### src/rtl/pulse_shaper_pkg.sv
// Shared types and constants for the GPIO pulse shaper.
// Imported by the shaper top and its saturating counters.
package pulse_shaper_pkg;

  typedef enum logic [1:0] {
    IDLE = 2'd0,
    HIGH = 2'd1,
    DEAD = 2'd2
  } state_t;

  localparam logic [15:0] WIDTH_DEF = 16'd5;
  localparam logic [15:0] DEAD_DEF  = 16'd0;

  // Cycle-counter load value; a zero length behaves as one cycle.
  function automatic logic [15:0] load_val(
    input logic [15:0] v
  );
    return (v == 16'd0) ? 16'd0 : 16'(v - 16'd1);
  endfunction

endpackage

### src/rtl/pulse_shaper_sat_counter.sv
// Saturating up-counter with clear taking priority over increment.
// Used for accept, drop and per-window accept counts.
module sat_counter
  import pulse_shaper_pkg::*;
#(
  parameter int W = 32
) (
  input  logic         clk,
  input  logic         rst_n,
  input  logic         clr,
  input  logic         inc,
  output logic [W-1:0] cnt
);

  logic full;

  assign full = &cnt;

  always_ff @(posedge clk) begin
    if (!rst_n) begin
      cnt <= '0;
    end else if (clr) begin
      cnt <= '0;
    end else if (inc && !full) begin
      cnt <= cnt + 1'b1;
    end
  end

endmodule

### src/rtl/pulse_shaper.sv
// Shapes single-cycle triggers into a programmable-width pulse plus
// dead time, with accept/drop statistics and a windowed rate.
module pulse_shaper
  import pulse_shaper_pkg::*;
#(
  parameter int          P_CNT_BITS    = 32,
  parameter int          P_RATE_WINDOW = 50_000_000,
  parameter logic [15:0] P_WIDTH_RST   = WIDTH_DEF,
  parameter logic [15:0] P_DEAD_RST    = DEAD_DEF
) (
  input  logic                  clk,
  input  logic                  rst_n,
  input  logic                  trig,
  input  logic                  enable,
  input  logic [15:0]           width,
  input  logic                  width_wr,
  input  logic [15:0]           deadtime,
  input  logic                  deadtime_wr,
  input  logic                  cnt_clr,
  output logic                  pulse_o,
  output logic                  busy,
  output logic [P_CNT_BITS-1:0] n_accept,
  output logic [P_CNT_BITS-1:0] n_drop,
  output logic [P_CNT_BITS-1:0] rate,
  output logic                  rate_valid
);

  localparam int WIN_W =
    (P_RATE_WINDOW > 1) ? $clog2(P_RATE_WINDOW) : 1;
  localparam logic [WIN_W-1:0] WIN_LAST =
    WIN_W'(P_RATE_WINDOW - 1);

  state_t      state_q;
  state_t      state_d;
  logic [15:0] tmr_q;
  logic [15:0] tmr_d;
  logic [15:0] width_q;
  logic [15:0] dead_q;
  logic [15:0] dead_cur;
  logic        hit;
  logic        accept;
  logic        drop;

  logic [WIN_W-1:0]      win_cnt;
  logic                  win_tc;
  logic [P_CNT_BITS-1:0] win_acc;
  logic [P_CNT_BITS-1:0] rate_nxt;

  assign hit = trig && enable;

  always_ff @(posedge clk) begin
    if (!rst_n) begin
      width_q <= P_WIDTH_RST;
      dead_q  <= P_DEAD_RST;
    end else begin
      if (width_wr) begin
        width_q <= width;
      end
      if (deadtime_wr) begin
        dead_q <= deadtime;
      end
    end
  end

  always_comb begin
    state_d = state_q;
    tmr_d   = tmr_q;
    accept  = 1'b0;
    drop    = 1'b0;
    unique case (state_q)
      IDLE: begin
        if (hit) begin
          accept  = 1'b1;
          state_d = HIGH;
          tmr_d   = load_val(width_q);
        end
      end
      HIGH: begin
        drop = hit;
        if (tmr_q == 16'd0) begin
          if (dead_cur != 16'd0) begin
            state_d = DEAD;
            tmr_d   = load_val(dead_cur);
          end else begin
            state_d = IDLE;
          end
        end else begin
          tmr_d = 16'(tmr_q - 16'd1);
        end
      end
      DEAD: begin
        drop = hit;
        if (tmr_q == 16'd0) begin
          state_d = IDLE;
        end else begin
          tmr_d = 16'(tmr_q - 16'd1);
        end
      end
      default: begin
        state_d = IDLE;
      end
    endcase
  end

  // Outputs decode the next state so they leave the flops aligned
  // with the state register.
  always_ff @(posedge clk) begin
    if (!rst_n) begin
      state_q  <= IDLE;
      tmr_q    <= '0;
      dead_cur <= P_DEAD_RST;
      pulse_o  <= 1'b0;
      busy     <= 1'b0;
    end else begin
      state_q <= state_d;
      tmr_q   <= tmr_d;
      pulse_o <= (state_d == HIGH);
      busy    <= (state_d != IDLE);
      if (accept) begin
        dead_cur <= dead_q;
      end
    end
  end

  sat_counter #(.W(P_CNT_BITS)) u_accept (
    .clk   (clk),
    .rst_n (rst_n),
    .clr   (cnt_clr),
    .inc   (accept),
    .cnt   (n_accept)
  );

  sat_counter #(.W(P_CNT_BITS)) u_drop (
    .clk   (clk),
    .rst_n (rst_n),
    .clr   (cnt_clr),
    .inc   (drop),
    .cnt   (n_drop)
  );

  sat_counter #(.W(P_CNT_BITS)) u_win_acc (
    .clk   (clk),
    .rst_n (rst_n),
    .clr   (cnt_clr || win_tc),
    .inc   (accept),
    .cnt   (win_acc)
  );

  assign win_tc = (win_cnt == WIN_LAST);

  // The terminal cycle's own accept belongs to the closing window.
  always_comb begin
    rate_nxt = win_acc;
    if (accept && !(&win_acc)) begin
      rate_nxt = win_acc + 1'b1;
    end
  end

  always_ff @(posedge clk) begin
    if (!rst_n) begin
      win_cnt    <= '0;
      rate       <= '0;
      rate_valid <= 1'b0;
    end else begin
      rate_valid <= 1'b0;
      if (cnt_clr) begin
        win_cnt <= '0;
      end else if (win_tc) begin
        win_cnt    <= '0;
        rate       <= rate_nxt;
        rate_valid <= 1'b1;
      end else begin
        win_cnt <= win_cnt + 1'b1;
      end
    end
  end

endmodule

### config.mk
export PLATFORM = sky130hd
export DESIGN_NAME = pulse_shaper
export DESIGN_NICKNAME = d
export VERILOG_FILES = /design/src/rtl/pulse_shaper_pkg.sv /design/src/rtl/pulse_shaper_sat_counter.sv /design/src/rtl/pulse_shaper.sv
export SDC_FILE = /design/constraint.sdc
export NUM_CORES = 1
export LEC_CHECK = 0
export BUFFER_PORTS_ARGS = -buffer_cell sky130_fd_sc_hd__buf_2
export CORE_UTILIZATION = 44
export CTS_CLUSTER_DIAMETER = 100
export DETAILED_ROUTE_END_ITERATION = 6
export PLACE_DENSITY = 0.65
export SYNTH_ARGS = -nofsm -noshare
export SYNTH_HDL_FRONTEND = slang
export SYNTH_SLANG_ARGS = --single-unit
### constraint.sdc
create_clock -name clk -period 2.4 [get_ports clk]
set_clock_uncertainty 0.15 [all_clocks]
set_input_delay 0 -clock clk [delete_from_list [all_inputs] [get_ports clk]]
set_output_delay 0 -clock clk [all_outputs]
set_load 0.05 [all_outputs]
==> flow_summary_export.csv <==
group,metric,value,unit
setup_path,r2r_cells,5,
drt,finalWirelength,28.8,mm
final_layout,final-seq-area,4490,µm²
setup_path,startpoint_type,"register",
cts,clk_latency,0.52,ns
yosys,synth_top_cell_area_share,42.2,%
yosys,async_flop_share,0,%
yosys,synth_cells,1270,
timing,tns,-0.0225,ns
cts,cts_made_buffers,26,
placement,portBuffers,137,
timing,worst_slack,-0.0206,ns
grt,grt_overflow_total,0,
yosys,synth_fp_nets,1323,
timing,period_needed,2.42,ns
drt,drtIter0Drc,458,
floorplan,fp.dieArea,24700,µm²
setup_path,cp-end-kind,"register",
yosys,synth_fa_ha_area_share,1.66,%
yosys,synthMuxAreaShare,3.12,%
setup_path,worst_ep_required_time,2.66,ns
yosys,synth_cell_types,69,
drt,via_per_inst,5.31,
final_layout,fin_nets,1590,
min_path,hold_path_depth,3,
timing,hold_viol,0,
floorplan,core,23500,µm²
timing,setup_viol,2,
job,maxCapViolations,0,
placement,place_hpwl,19.6,mm
cts,cts-htree-levels,1,
yosys,ys_seq_area_share,42.2,%
setup_path,r2r_start,"tmr_q[7]",
pwr,power_density,641,nW/µm²
final_layout,fill_cells,2083,
drt,first_pass_iters,5,
timing,fmax,0.413,GHz
timing,holdWs,0.235,ns
floorplan,initial_utilization,44.9,%
cts,clock_path_buffers,3,
status,status,"finished with violations",
min_path,min_to,"rate_valid",
yosys,synth_top_flop_cell,"dfxtp_1",
final_layout,final_common_cell,"dfxtp_1",
timing,fin_crit_sh,101,%
pwr,ir_drop,0.440,mV
min_path,min_from,"cnt_clr",
yosys,synthTopCellsByArea,"dfxtp_1, nor2_1, xor2_1, xnor2_1, a21oi_1",
yosys,synth_top_family_by_area,"simple AND/OR/NAND/NOR gates",
floorplan,io_pins,138,
setup_path,crit_arrival,2.68,ns
cts,cts.sinks,223,
setup_path,worstSetupPathType,"register to register",
yosys,netlist_area,10600,µm²
final_layout,drive_above_1_share,22.0,%
placement,place_ws,-0.0125,ns
setup_path,reg2reg_slack,-0.02,ns
cts,clkTransAtPathRegs,0.06,ns
setup_path,critPathMaxFanout,8,
final_layout,syn_to_final_growth,32.4,%
drt,ant_nets,0,
min_path,hold_path_class,"primary input to register",
drt,vias,9956,
yosys,synth_area_per_cell,8.33,µm²
cts,cts_tree,"built",
floorplan,die_w,157,µm
final_layout,utilization,59.5,%
floorplan,die_h,157,µm
timing,rsz0062_at_grt,"yes",
drt,drc,0,
setup_path,r2r_end,"tmr_q[12]",
yosys,synth_edf_count,0,
grt,grt_pass1_vias,9466,
timing,slew_headroom,61.7,%
yosys,synth_top_area_cell,"dfxtp_1",
final_layout,most-common-layout-cells,"dfxtp_1, nor2_1, buf_2",
timing,worst_pin_slew,0.575,ns
yosys,synth_compound_area_share,11.0,%
status,violations,"negative setup slack",
grt,grt_pass1_wl,46.2,mm
grt,grt_use_total,22.9,%
grt,grt_max_degree,53,
yosys,synth-xor-area-share,11.6,%
floorplan,fp-row-count,56,
drt,routedWlPerCell,15.4,µm
final_layout,n_antenna_cell,0,
timing,drv_slew,0,
yosys,synth_simple_gate_area_share,27.3,%
yosys,yosysWarnings,0,
yosys,synth-seq-cells,223,
grt,antenna_found_initial,0,
final_layout,multi_input_area,5970,µm²
pwr,leakagePower,5.50,nW
placement,gp_congestion,0.889,
cts,root_buffer,"clkbuf_16",
==> worst max-delay path, cell delays in order (launching register included) <==
cell and delay [ns]:
dfxtp_2 0.32, or4_4 0.53, or4_4 0.66, o21a_4 0.27
buf_6 0.14, o221a_4 0.25
==> cell type report <==
| type | instances | share of cell area, % |
|---|---|---|
| Inverter | 28 | 0.750 |
| Timing Repair Buffer | 297 | 15.5 |
| Sequential cell | 223 | 32.0 |
| Multi-Input combinational cell | 961 | 42.6 |
| Clock inverter | 7 | 0.607 |
| Clock buffer | 40 | 5.60 |
| Tap cell | 319 | 2.85 |
==> where the power goes <==
group          internal (mW)  total, mW  switching (mW)
combinational          0.547       1.17           0.625
sequential              3.78       3.84          0.0613
clock                   2.45       3.96            1.51
total                   6.78       8.98            2.20
==> what timing repair did <==
item | in CTS | in global routing
buffers inserted | 0 | 2
resized for setup | 10 | 41
hold endpoints to repair | 86 | 0
hold buffers | 70 | 0
endpoints found under the setup margin | 8 | 92
pin swaps | 1 | 12
==> cells in the mapped netlist, types with 16 or more instances <==
master    count
dfxtp_1     223
nor2_1      202
nand2_1     101
a21oi_1      80
xor2_1       78
xnor2_1      62
o21ai_0      56
nand3_1      54
nand4_1      51
clkbuf_1     49
nor4_1       34
mux2i_1      33
nor3_1       30
inv_1        27
and3_1       24
or3_1        16
==> worst max-delay path by stage <==
stage | startpoint | to | slack [ns]
after floorplan | tmr_q[10] | tmr_q[1] | -0.03
after global placement | tmr_q[11] | tmr_q[10] | -0.02
after detailed placement | tmr_q[1] | tmr_q[2] | -0.01
after CTS | dead_cur[6] | tmr_q[13] | -0.01
after global routing | tmr_q[7] | tmr_q[13] | -0.07
final | tmr_q[7] | tmr_q[12] | -0.02
==> stage by stage <==
stage          area (µm²)  total power [mW]  cells
2_1_floorplan       10600              4.52   1270
3_3_place_gp        12200              4.88   1756
3_5_place_dp        12200              4.88   1756
4_1_cts             13800              8.98   1873
5_1_grt             14000              9.30   1875
6_report            14000              8.98   1875
==> cell families (layout without fill, tap and decap cells) <==
| family | Yosys count | count (layout) |
|---|---|---|
| XOR/XNOR | 140 | 140 |
| flip-flops | 223 | 223 |
| adder cells (fa/ha/maj) | 14 | 14 |
| AND/OR/NAND/NOR | 578 | 578 |
| AO/OA/AOI/OAI | 196 | 196 |
| buffers and inverters | 86 | 372 |
| multiplexers | 33 | 33 |
==> per-layer routing <==
| layer | part of all wire [%] | vias up | track usage, % |
|---|---|---|---|
| met4 | 3.1 | 0 | 8.78 |
| met5 | 0 | - | 0 |
| met2 | 48 | 233 | 39.2 |
| li1 | - | 5012 | - |
| met1 | 45 | 4646 | 29.4 |
| met3 | 4.3 | 65 | 2.67 |
==> sequential cells by signal, summed over array words and instances (netlist names), 2 cells and up <==
name           flops
rate              32
width_q           16
tmr_q             16
u_win_acc.cnt     32
u_drop.cnt        32
state_q            2
dead_q            16
u_accept.cnt      32
dead_cur          16
win_cnt           26
Power figures use the tool's default switching activity.
